`src/rtl/sa_row_skew_feeder.sv`:
```
// Row FIFO feeding a systolic array west edge with a diagonal skew:
// lane i sees each row i array-advance steps after lane 0.

module sa_lane_delay #(
  parameter int DW     = 8,
  parameter int STAGES = 1
) (
  input  logic          clk,
  input  logic          rst,
  input  logic          en,
  input  logic [DW-1:0] din,
  input  logic          vin,
  output logic [DW-1:0] dout,
  output logic          vout
);
  logic [STAGES-1:0][DW-1:0] dat_pipe;
  logic [STAGES-1:0]         vld_pipe;

  always_ff @(posedge clk or posedge rst) begin
    if (rst) begin
      dat_pipe <= '0;
      vld_pipe <= '0;
    end else if (en) begin
      dat_pipe[0] <= din;
      vld_pipe[0] <= vin;
      for (int s = 1; s < STAGES; s++) begin
        dat_pipe[s] <= dat_pipe[s-1];
        vld_pipe[s] <= vld_pipe[s-1];
      end
    end
  end

  assign dout = dat_pipe[STAGES-1];
  assign vout = vld_pipe[STAGES-1];
endmodule

module sa_row_skew_feeder #(
  parameter int N     = 4,
  parameter int DW    = 8,
  parameter int DEPTH = 4
) (
  input  logic            clk,
  input  logic            rst,
  input  logic            in_valid,
  output logic            in_ready,
  input  logic [N*DW-1:0] in_data,
  input  logic            in_last,
  input  logic            en,
  output logic [N*DW-1:0] out_data,
  output logic [N-1:0]    out_valid,
  output logic            busy,
  output logic            done,
  output logic [15:0]     underrun
);
  localparam int AW = $clog2(DEPTH);
  localparam int CW = (N > 1) ? $clog2(N) : 1;

  typedef struct packed {
    logic                 last;
    logic [N-1:0][DW-1:0] data;
  } row_t;

  typedef enum logic [1:0] {IDLE, STREAM, FLUSH, DONE} state_t;

  row_t                 mem [DEPTH];
  row_t                 head;
  logic [AW:0]          wptr, rptr;
  logic                 full, empty, push, pop, shift, under_inc;
  state_t               state_q, state_d;
  logic [CW-1:0]        flush_q, flush_d;
  logic [N-1:0][DW-1:0] inj_data;
  logic [N-1:0][DW-1:0] lane_data;

  // Row FIFO: wrap bit distinguishes full from empty when the indices match.
  assign full     = (wptr[AW] != rptr[AW]) && (wptr[AW-1:0] == rptr[AW-1:0]);
  assign empty    = (wptr == rptr);
  assign in_ready = !full;
  assign push     = in_valid && !full;
  assign head     = mem[rptr[AW-1:0]];

  always_ff @(posedge clk) begin
    if (push) mem[wptr[AW-1:0]] <= {in_last, in_data};
  end

  always_ff @(posedge clk or posedge rst) begin
    if (rst) begin
      wptr <= '0;
      rptr <= '0;
    end else begin
      if (push) wptr <= wptr + 1'b1;
      if (pop)  rptr <= rptr + 1'b1;
    end
  end

  always_ff @(posedge clk or posedge rst) begin
    if (rst) begin
      state_q <= IDLE;
      flush_q <= '0;
    end else begin
      state_q <= state_d;
      flush_q <= flush_d;
    end
  end

  always_comb begin
    state_d   = state_q;
    flush_d   = flush_q;
    pop       = 1'b0;
    shift     = 1'b0;
    under_inc = 1'b0;
    case (state_q)
      IDLE: if (!empty) state_d = STREAM;
      STREAM: begin
        if (en) begin
          shift = 1'b1;
          if (!empty) begin
            pop = 1'b1;
            if (head.last) begin
              if (N == 1) state_d = DONE;
              else begin
                state_d = FLUSH;
                flush_d = CW'(N - 1);
              end
            end
          end else begin
            under_inc = 1'b1;
          end
        end
      end
      // N bubbles in total push the final row past lane N-1.
      FLUSH: begin
        if (en) begin
          shift = 1'b1;
          if (flush_q == '0) state_d = DONE;
          else flush_d = flush_q - 1'b1;
        end
      end
      DONE:    state_d = IDLE;
      default: state_d = IDLE;
    endcase
  end

  always_ff @(posedge clk or posedge rst) begin
    if (rst) underrun <= '0;
    else if (under_inc && underrun != 16'hFFFF) underrun <= underrun + 1'b1;
  end

  assign busy     = (state_q != IDLE);
  assign done     = (state_q == DONE);
  assign inj_data = pop ? head.data : '0;

  for (genvar i = 0; i < N; i++) begin : g_lane
    sa_lane_delay #(.DW(DW), .STAGES(i + 1)) u_lane (
      .clk  (clk),
      .rst  (rst),
      .en   (shift),
      .din  (inj_data[i]),
      .vin  (pop),
      .dout (lane_data[i]),
      .vout (out_valid[i])
    );
  end

  assign out_data = lane_data;
endmodule
```
`config.mk`:
```
export PLATFORM = sky130hd
export DESIGN_NAME = sa_row_skew_feeder
export DESIGN_NICKNAME = d
export VERILOG_FILES = /design/src/rtl/sa_row_skew_feeder.sv
export SDC_FILE = /design/constraint.sdc
export NUM_CORES = 1
export LEC_CHECK = 0
export CAP_MARGIN = 20
export CORE_ASPECT_RATIO = 1.25
export CORE_MARGIN = 2
export CORE_UTILIZATION = 55
export DETAILED_ROUTE_END_ITERATION = 8
export PLACE_DENSITY = 0.82
export SLEW_MARGIN = 20
export SYNTH_ARGS = -nofsm -noshare
export SYNTH_HDL_FRONTEND = slang
export SYNTH_SLANG_ARGS = --single-unit
```
`constraint.sdc`:
```
create_clock -name clk -period 4.65 [get_ports clk]
set_input_delay 1.395 -clock clk [delete_from_list [all_inputs] [get_ports clk]]
set_output_delay 1.395 -clock clk [all_outputs]
set_load 0.05 [all_outputs]
```
Word-level counts from Yosys, hierarchy flattened
Memory sizes are Yosys's and may differ from the RTL's.
Index checks and enable logic that the tools add are counted.
W data, S select, Z words.
Operators by class
  add/sub/neg operators: 4
  equal/unequal tests: 14
  muxes and demuxes: 24
  reduce and logical (&&, ||, !) cells: 11
Operator list (number)
  $mux W32: 1
  $mux W2: 11
  $add A16 B1 Y16 const B: 1
  $ne A16 B16 Y1 const B: 1
  $ne A2 B2 Y1 const B: 7
  $reduce_and A6 Y1: 2
  $mux W1: 10
  $pmux W2 S4: 1
  $add A3 B1 Y3 const B: 2
  $eq A2 B2 Y1 const B: 2
  $logic_not A2 Y1: 2
  $pmux W2 S2: 1
  $reduce_bool A2 Y1: 2
  $eq A3 B3 Y1: 1
  $logic_and A1 B1 Y1: 3
  $eq A2 B1 Y1 const B: 1
  $eq A2 B2 Y1: 1
  $reduce_or A2 Y1: 1
  $sub A2 B1 Y2 const B: 1
  $logic_not A1 Y1: 1
  $ne A1 B1 Y1: 1
Word-level totals
  register bits after elaboration: 116
  RAM bits: 132
  input port bits: 37
  word-level logic and storage cells: 73
  memories kept: 1
Memories
  mem: words 4, width 33, read ports 1, clocked after Yosys merged registers in 0, write ports 1, line 65  | row_t mem [DEPTH];

Longest topological paths before layout
Gate-level depths: netlist of run 1.
  depth after elaboration: 6
  mapped depth: 8

Hierarchy
A second synthesis of run 1 with hierarchy kept.
Second synthesis, totals
  cells, all modules: 563
  area, all modules: 10321.1 µm²
Modules (own cells, without submodules)
  sa_row_skew_feeder: times used 1, cells each 345, area each 6436.2 µm²
  sa_lane_delay (g_lane[3].u_lane): times used 1, cells each 85, area each 1554.0 µm²
  sa_lane_delay (g_lane[2].u_lane): times used 1, cells each 66, area each 1169.9 µm²
  sa_lane_delay (g_lane[1].u_lane): times used 1, cells each 47, area each 785.8 µm²
  sa_lane_delay (g_lane[0].u_lane): times used 1, cells each 20, area each 375.4 µm²

Worst setup path after synthesis of run 1
Ideal clock, no wire load.
  path kind: input port to flip-flop
  start point: in in_valid
  end point: mem mem[3][0] (netlist name) (enable)
  arrival: 2.623 ns
  required time: 4.255 ns
  setup slack: 1.632 ns
  stages on the path: 2
  buffers on the path: 0
  cells stage by stage: a21boi_1 and2_1
Between the ends
  longest elaborated chain between the ends: 3
Ends and longest elaborated chain
  start, declared: line 44  | input logic in_valid,
  $logic_and A1 B1 Y1: line 78  | assign push = in_valid && !full;
  $mux W1: line 82  | if (push) mem[wptr[AW-1:0]] <= {in_last, in_data};
  $mux W1 (implied by the code): line 82
  end, declared: line 65
Every way passes these cells.

Worst setup path after layout of run 1
  start point: reg wptr[1]
  end point: out in_ready
Between the ends
  longest elaborated chain between the ends: 3
Ends and longest elaborated chain
  start, declared: line 67  | logic [AW:0] wptr, rptr;
  start signal, assigned: line 90  | if (push) wptr <= wptr + 1'b1;
  $eq A2 B2 Y1: line 75  | assign full = (wptr[AW] != rptr[AW]) && (wptr[AW-1:0] == rptr[AW-1:0]);
  $logic_and A1 B1 Y1: line 75
  $logic_not A1 Y1: line 77  | assign in_ready = !full;
  end, declared: line 45  | output logic in_ready,
Every way passes these cells.

==> run_results.csv, run 1 <==
group,metric,value,unit
cts,h-tree-depth,1,
die,die_w,121.1,um
power,pwr-share-clk,24.5,%
synthesis,synth_top_area_cell,"edfxtp_1",
power,switching_share,32.52,%
critical_path,arrival,2.20,ns
routing,drtPass1Iterations,4,
power,seqPwrFrac,43.5,%
hold_path,worstHoldPathCells,1,
cts,clk_latency,0.50,ns
die,io_pins,92,
synthesis,synth.area.top_cells,"edfxtp_1 (42%), dfrtp_1 (29%), mux4_2 (7.6%)",
synthesis,ys.flop_type,"edfxtp_1",
critical_path,crit_slowest_cell,"clkdlybuf4s50_1",
timing,slew_headroom,30.97,%
synthesis,synth_edf_count,132,
placed_design,place.port_buffers,91,
critical_path,cp-end-kind,"primary output",
synthesis,yosysWarnings,0,
critical_path,cp_max_fo,4,
die,fp.dieH,150.4,um
global_route,grt-ovfl-total,0,
routing,ant_nets,0,
die,coreArea,0.01678,mm2
timing,hold_viol_final,0,
cts,root_buffer,"clkbuf_16",
timing,finalSetupTns,0,ns
critical_path,r2r_cells,4,
critical_path,required,3.25,ns
routing,wl_per_cell,19.49,um
final_layout,syn_to_final_growth,17.23,%
power,p_sw,2.289,mW
die,rows,53,
hold_path,hold_path.class,"reg -> reg",
timing,grt_setup_unrepaired,"false",
final_layout,fillers,1110,
synthesis,seq_area_frac_synth,71.22,%
global_route,grt_usage,18.22,%
routing,via_per_inst,5.653,
timing,hold_ws,0.5004,ns
cts,clockBufferDepth,3,
cts,ctsHoldBuffers,0,
power,p_comb_share,32.0,%
timing,slew_violations,0,
synthesis,ys_async_sr_fraction,45.45,%
synthesis,syn-num-nets,568,
synthesis,ys_seq_elements,242,
final_layout,antenna_cells,0,
power,p_leak,4.358,nW
synthesis,synth_area,0.009430,mm2
power,finalPower,7.038,mW
power,intPower,4.749,mW
die,dieArea,0.01822,mm2
outcome,status,"finished, final reports clean",
global_route,antenna_found_initial,0,
cts,cts.clk_slew.worst_paths,0.06,ns
cts,numCtsBuffers,23,
synthesis,syn_area_per_cell,18.17,um2
die,start_util,56.21,%
timing,min_period,3.595,ns
routing,drt_iter0_markers,274,
routing,drc,0,
synthesis,synthDistinctLibCells,38,
cts,clock-sinks,242,
placed_design,place_congestion,0.7224,
cts,post_cts_resized,0,
synthesis,postSynthCellCount,519,
timing,setup_viol,0,
final_layout,drive_gt1_share,23.51,%
final_layout,multi_input_area,0.002371,mm2
placed_design,place_inst,783,
routing,via_count,4658,
critical_path,critical_path_class,"reg -> out",
global_route,grt_pass1_wl,25840,um
cts,cts_tree,"done",
cts,postCtsSetupBuffers,0,
final_layout,register_area,0.006719,mm2
final_layout,final_nets,637,
placed_design,dp_hpwl,9885,um
power,power_density,636.6,mW/mm2
power,ir_drop,0.3996,mV
critical_path,path_cells,"xor2_1 -> nor2_1 -> nand2_1 -> clkdlybuf4s50_1",
timing,worst_slew_pin_slew,1.035,ns
global_route,grt_max_degree,85,
routing,postRouteWirelength,16060,um
timing,finClkSkew,0.01417,ns
timing,period_share,77.32,%
synthesis,yosys.area.top_type_share,42.03,%
final_layout,instances_no_fill,824,
global_route,first_global_vias,5078,
timing,fmax,0.2781,GHz
critical_path,cpPeakStageDelay,0.79,ns
critical_path,cp-start-kind,"flop",
flow_run,max-cap-violations,0,
[routing by layer]
metal  part of all wire (%)  track usage (%)  vias up
met5                      0                0        -
met4                    2.9            7.093        0
met3                    4.7            3.144       38
met2                     53            32.64      135
met1                     39            21.96     2388
li1                       -                -     2097
[cells in the final DEF, fill, tap and decap left out, drive strengths merged, types with 2 or more instances in the layout]
| cell | instances |
|---|---|
| edfxtp | 132 |
| dfrtp | 110 |
| clkdlybuf4s50 | 91 |
| mux2 | 56 |
| mux4 | 32 |
| a22o | 32 |
| clkbuf | 29 |
| nand2 | 14 |
| xnor2 | 13 |
| ha | 12 |
| inv | 12 |
| xor2 | 9 |
| clkinv | 8 |
| nor2 | 6 |
| nand4 | 6 |
| and2 | 6 |
| nor3 | 4 |
| and3 | 3 |
| and4 | 3 |
| nand3 | 3 |
| clkinvlp | 3 |
| buf | 3 |
| o22ai | 2 |
[critical path: cells and delay by family, from the launching register on]
family	cells	cell delay, ns
buffers and inverters	1	0.79
DFF	1	0.43
and+or+nand+nor	2	0.20
xor gates and xnor gates	1	0.28
[power groups by stage]
stage / clock [mW] / combinational (mW) / sequential [mW]
floorplan: 0 / 1.74 / 3.10
CTS: 1.76 / 2.28 / 3.07
global route: 1.85 / 2.41 / 3.12
detailed placement: 0 / 2.26 / 3.10
finish: 1.72 / 2.25 / 3.06
global placement: 0 / 2.18 / 3.05
[Yosys cell counts (2+ instances only)]
cell type,number
xnor2_1,13
nor3_1,4
inv_1,11
buf_1,3
a22o_1,32
nand3_1,3
ha_1,12
xor2_1,9
nand2_1,14
buf_2,3
buf_4,29
dfrtp_1,110
buf_6,2
mux4_2,32
and3_1,3
and2_1,6
nor2_1,6
o22ai_1,2
nand4_1,6
clkbuf_1,13
mux2_2,56
and4_1,3
edfxtp_1,132
[registers in the layout, summed over array words and instances, names as in the netlist]
register	count
wptr	3
underrun	16
g_lane.u_lane.dout	32
g_lane.u_lane.dat_pipe	48
flush_q	2
mem	132
state_q	2
g_lane.u_lane.vld_pipe	4
rptr	3
[final cells by class]
class                           count  share of cell area, %
Clock inverter                     12                 0.6790
Sequential cell                   242                  60.77
Timing Repair Buffer               94                  8.556
Inverter                           11                 0.3961
Clock buffer                       29                  5.659
Multi-Input combinational cell    216                  21.45
Tap cell                          220                  2.490
[per-stage QoR]
stage	cell area (um2)	setup WS, ns	utilization [%]
after global routing	11060	0.9663	65.90
after floorplan	9430	0.3527	-
after detailed placement	10350	1.088	61.72
after global placement	10350	1.220	61.72
after CTS	11060	1.033	65.90
final	11060	1.055	65.90
[path summary, 6_finish.rpt]
kind	from	endpoint	slack, ns
setup / recovery	wptr[1]$_DFFE_PP0P_	in_ready	1.05
hold / removal	g_lane[3].u_lane.dat_pipe[22]$_DFFE_PP0P_	g_lane[3].u_lane.dout[6]$_DFFE_PP0P_	0.50
setup reg to reg	wptr[1]$_DFFE_PP0P_	mem[3][23]$_DFFE_PP_	2.13
hold reg to reg	g_lane[3].u_lane.dat_pipe[22]$_DFFE_PP0P_	g_lane[3].u_lane.dout[6]$_DFFE_PP0P_	0.50
max in group asynchronous	rst	g_lane[0].u_lane.dout[2]$_DFFE_PP0P_	2.53
min in group asynchronous	rst	g_lane[3].u_lane.vld_pipe[3]$_DFFE_PP0P_	1.39
[kinds of logic after synthesis]
| logic type | after synthesis | synth area share (%) |
|---|---|---|
| multiplexers | 89 | 14.44 |
| XOR/XNOR | 22 | 2.043 |
| AO/OA/AOI/OAI | 43 | 4.073 |
| AND/OR/NAND/NOR | 50 | 2.853 |
| buffers and inverters | 61 | 3.781 |
| adder cells (fa/ha/maj) | 12 | 1.592 |
| flip-flops | 242 | 71.22 |
No activity file was read; power rests on OpenSTA's default activity.
==> run 2, diff against run 1 <==
--- a/config.mk
+++ b/config.mk
@@ -8,9 +8,9 @@
 export CAP_MARGIN = 20
 export CORE_ASPECT_RATIO = 1.25
 export CORE_MARGIN = 2
-export CORE_UTILIZATION = 55
+export CORE_UTILIZATION = 51
 export DETAILED_ROUTE_END_ITERATION = 8
-export PLACE_DENSITY = 0.82
+export PLACE_DENSITY = 0.8
 export SLEW_MARGIN = 20
 export SYNTH_ARGS = -nofsm -noshare
 export SYNTH_HDL_FRONTEND = slang
==> constraint.sdc (replaced) <==
create_clock -name clk -period 3.3 [get_ports clk]
set_input_delay 0.99 -clock clk [delete_from_list [all_inputs] [get_ports clk]]
set_output_delay 0.99 -clock clk [all_outputs]
set_load 0.05 [all_outputs]
==> run_results.csv, run 2 (synthesis results as in run 1) <==
group,metric,value,unit
outcome,status,"finished, final reports clean",
timing,grt_setup_unrepaired,"false",
power,p_leak,4.463,nW
global_route,first_global_vias,4996,
cts,ctsHoldBuffers,0,
timing,worst_slew_pin_slew,0.5490,ns
cts,h-tree-depth,1,
cts,numCtsBuffers,23,
final_layout,drive_gt1_share,24.07,%
timing,finClkSkew,0.01188,ns
critical_path,arrival,2.05,ns
routing,highest_layer,"met4",
power,finalPower,10.31,mW
critical_path,critical_path_class,"reg -> out",
die,io_pins,92,
global_route,grt-ovfl-total,0,
critical_path,crit_slowest_cell,"clkdlybuf4s50_1",
global_route,antenna_found_initial,0,
critical_path,cp-end-kind,"primary output",
final_layout,final_nets,647,
placed_design,place_congestion,0.7352,
die,start_util,52.11,%
cts,post_cts_resized,0,
cts,clk_latency,0.50,ns
routing,drc,0,
timing,slew_violations,0,
final_layout,largest_reg_flops,132,
critical_path,crit_family,"buffers and inverters",
routing,dr_wl_met2,8819,um
critical_path,required,2.31,ns
critical_path,path_buf_inv,3,
global_route,grt_max_degree,77,
routing,drt_iter0_markers,376,
routing,via_count,4648,
timing,min_period,3.039,ns
cts,cts_tree,"done",
final_layout,antenna_cells,0,
cts,clockBufferDepth,3,
critical_path,cpPeakStageDelay,0.79,ns
cts,cts.clk_slew.worst_paths,0.06,ns
placed_design,dp_hpwl,10110,um
final_layout,mostFrequentLayoutCells,"edfxtp_1 (132), dfrtp_1 (108), clkdlybuf4s50_1 (90)",
cts,root_buffer,"clkbuf_16",
routing,drtPass1Iterations,4,
timing,fmax,0.3291,GHz
critical_path,cp_common_cell,"inv_1",
die,rows,55,
timing,slew_headroom,63.29,%
routing,postRouteWirelength,16470,um
routing,wl_met1,6512,um
final_layout,finish.utilization,62.43,%
global_route,grt_usage,17.43,%
placed_design,place.port_buffers,91,
critical_path,cp-start-kind,"flop",
routing,ant_nets,0,
die,fp.dieH,156.0,um
global_route,grt_pass1_wl,26880,um
timing,period_share,92.09,%
routing,wl_met3,754,um
routing,via_per_inst,5.514,
die,die_w,125.6,um
timing,setup_viol,0,
timing,hold_viol_final,0,
routing,wl_per_cell,19.54,um
final_layout,syn_to_final_growth,19.82,%
final_layout,final_common_cell,"edfxtp_1",
die,coreArea,0.01810,mm2
power,power_density,912.1,mW/mm2
cts,postCtsSetupBuffers,0,
hold_path,hold_path.class,"reg -> reg",
critical_path,cp_max_fo,4,
flow_run,max-cap-violations,0,
timing,finalSetupTns,0,ns
die,dieArea,0.01960,mm2
cts,clock-sinks,242,
critical_path,path_cells,"inv_1 -> ha_1 -> inv_1 -> clkdlybuf4s50_1",
power,ir_drop,0.4452,mV
[run 2: cell type report]
type / count / area [um2]
Clock inverter: 11 / 160.2
Multi-Input combinational cell: 216 / 2371
Clock buffer: 31 / 625.6
Timing Repair Buffer: 104 / 1094
Inverter: 11 / 45.04
Tap cell: 228 / 285.3
Sequential cell: 242 / 6719
Fill cell: 1244 / 6799
[run 2: path summary, 6_finish.rpt]
| path | startpoint | endpoint | slack [ns] | depth (start not counted) |
|---|---|---|---|---|
| setup / recovery | state_q[0]$_DFFE_PP0P_ | busy | 0.26 | 4 |
| hold / removal | underrun[14]$_DFFE_PP0P_ | underrun[14]$_DFFE_PP0P_ | 0.49 | 1 |
| setup reg to reg | state_q[1]$_DFFE_PP0P_ | underrun[1]$_DFFE_PP0P_ | 1.04 | 6 |
| hold reg to reg | underrun[14]$_DFFE_PP0P_ | underrun[14]$_DFFE_PP0P_ | 0.49 | 1 |
| max in group asynchronous | rst | g_lane[1].u_lane.dat_pipe[1]$_DFFE_PP0P_ | 1.98 | 3 |
| min in group asynchronous | rst | g_lane[3].u_lane.dout[0]$_DFFE_PP0P_ | 0.97 | 3 |
[run 2: per-stage QoR]
| stage | area, um2 | std cells | hold slack [ns] | setup slack, ns |
|---|---|---|---|---|
| after global placement | 10510 | 801 | 0.4744 | 0.3210 |
| after detailed placement | 10510 | 801 | 0.4792 | 0.2898 |
| after global routing | 11300 | 843 | 0.5055 | 0.1833 |
| final | 11300 | 843 | 0.4889 | 0.2610 |
| after floorplan | 9434 | 519 | 0.4604 | 0.6870 |
| after CTS | 11300 | 843 | 0.4888 | 0.2374 |
[run 2: metal layers]
| layer | vias to the layer above | GRT usage (%) |
|---|---|---|
| li1 | 2104 | - |
| met1 | 2393 | 21.65 |
| met2 | 117 | 30.97 |
| met3 | 34 | 2.881 |
| met4 | 0 | 6.349 |
| met5 | - | 0 |
[run 2: power by group]
part	switching [mW]	internal, mW	total [mW]	leakage (nW)
Clock	1.04	1.65	2.68	0.382
Combinational	1.83	1.46	3.30	1.40
Sequential	0.348	3.98	4.33	2.68
==> run 3, diff against run 2 <==
--- a/config.mk
+++ b/config.mk
@@ -8,9 +8,10 @@
 export CAP_MARGIN = 20
 export CORE_ASPECT_RATIO = 1.25
 export CORE_MARGIN = 2
-export CORE_UTILIZATION = 51
+export CORE_UTILIZATION = 55
 export DETAILED_ROUTE_END_ITERATION = 8
-export PLACE_DENSITY = 0.8
+export DONT_BUFFER_PORTS = 1
+export PLACE_DENSITY = 0.78
 export SLEW_MARGIN = 20
 export SYNTH_ARGS = -nofsm -noshare
 export SYNTH_HDL_FRONTEND = slang
==> run_results.csv, run 3 (synthesis results as in run 1) <==
group,metric,value,unit
outcome,status,"finished, final reports clean",
die,rows,53,
critical_path,timing.rr.end,"mem[1][11]$_DFFE_PP_",
flow_run,max-cap-violations,0,
die,start_util,56.21,%
timing,worst_slew_pin_slew,0.7651,ns
global_route,grt_usage,17.56,%
critical_path,arrival,1.70,ns
critical_path,r2r_start,"wptr[1]$_DFFE_PP0P_",
cts,cts.clk_slew.worst_paths,0.06,ns
timing,finalSetupTns,0,ns
global_route,first_global_vias,4453,
critical_path,cp-start-kind,"flop",
power,power_density,937.2,mW/mm2
global_route,grt_pass1_wl,24650,um
power,p_leak,4.073,nW
critical_path,cp_max_fo,4,
final_layout,mostFrequentLayoutCells,"edfxtp_1 (132), dfrtp_1 (108), mux2_2 (56)",
critical_path,required,2.31,ns
routing,drtPass1Iterations,4,
routing,via_per_inst,5.765,
timing,hold_ws,0.4150,ns
routing,drt_iter0_markers,248,
routing,via_count,4266,
cts,postCtsSetupBuffers,0,
timing,period_share,81.61,%
placed_design,placed_area,0.009560,mm2
final_layout,syn_to_final_growth,8.704,%
critical_path,regToRegSetupSlack,0.93,ns
cts,h-tree-depth,1,
cts,clk_latency,0.49,ns
critical_path,cp-end-kind,"primary output",
die,die_w,121.1,um
die,coreArea,0.01678,mm2
final_layout,fillers,1155,
global_route,grt-ovfl-total,0,
power,finalPower,9.608,mW
routing,postRouteWirelength,15610,um
hold_path,hold_path.class,"in -> async",
die,fp.dieH,150.4,um
cts,root_buffer,"clkbuf_16",
critical_path,critical_path_class,"reg -> out",
global_route,antenna_found_initial,0,
final_layout,antenna_cells,0,
timing,hold_viol_final,0,
critical_path,r2r_cells,5,
placed_design,dp_hpwl,9865,um
cts,cts_tree,"done",
routing,drc,0,
cts,numCtsBuffers,23,
die,io_pins,92,
cts,ctsHoldBuffers,0,
timing,finClkSkew,0.01289,ns
final_layout,final_area,0.01025,mm2
final_layout,final_common_cell,"edfxtp_1",
final_layout,largest_reg_flops,132,
timing,min_period,2.693,ns
routing,wl_per_cell,21.10,um
timing,grt_setup_unrepaired,"false",
timing,fmax,0.3713,GHz
placed_design,place.port_buffers,0,
final_layout,drive_gt1_share,27.50,%
timing,setup_viol,0,
die,dieArea,0.01822,mm2
timing,slew_violations,0,
final_layout,finish.utilization,61.10,%
cts,clock-sinks,242,
power,ir_drop,0.5598,mV
global_route,grt_max_degree,53,
placed_design,place_congestion,0.7632,
final_layout,final_nets,553,
cts,post_cts_resized,0,
timing,slew_headroom,48.99,%
cts,clockBufferDepth,3,
routing,ant_nets,0,
==> run 3: cell count changes in the layout (fill, tap and decap cells not counted), sizes merged <==
cell	delta
bufinv	-4
buf	-4
inv	-2
clkinvlp	-1
clkinv	+5
clkdlybuf4s50	-90
clkbuf	+1
==> run 3: critical path, stage by stage (launching register included) <==
cell     delay [ns]
dfrtp_1        0.44
xor2_1         0.27
nor2_1         0.10
nand2_1        0.40
==> run 3: per-layer routing <==
layer,GRT usage (%),routed length [um]
met1,21.62,6094
met2,30.25,8126
met3,4.621,989
met4,5.930,403
met5,0,0
==> run 3: final cells by class <==
cell class	count	area, um2	share of cell area (%)
flip-flops and latches	242	6719	65.54
multi-input cells	216	2371	23.13
clock buffers	32	644.4	6.286
well taps	220	275.3	2.685
repair buffers	10	150.1	1.465
clock inverters	9	46.29	0.4516
inverters	11	45.04	0.4394
==> run 3: where the power goes <==
| group | internal (mW) | leakage (nW) | switching, mW |
|---|---|---|---|
| Clock | 1.36 | 0.345 | 1.03 |
| Combinational | 1.13 | 1.05 | 1.26 |
| Sequential | 3.97 | 2.68 | 0.847 |
==> run 3: worst max path at each step <==
stage | from | end | slack, ns
floorplan | in_valid | mem[3][0]$_DFFE_PP_ | 0.69
global placement | in_valid | mem[3][12]$_DFFE_PP_ | 0.81
detailed placement | in_valid | mem[1][10]$_DFFE_PP_ | 0.73
CTS | wptr[1]$_DFFE_PP0P_ | in_ready | 0.59
global route | wptr[1]$_DFFE_PP0P_ | in_ready | 0.51
finish | wptr[1]$_DFFE_PP0P_ | in_ready | 0.61
==> run 3: through the flow <==
stage,instances,setup WS (ns)
after detailed placement,699,0.7317
final,740,0.6068
after global placement,699,0.8112
after global routing,740,0.5051
after CTS,740,0.5943
after floorplan,519,0.6870
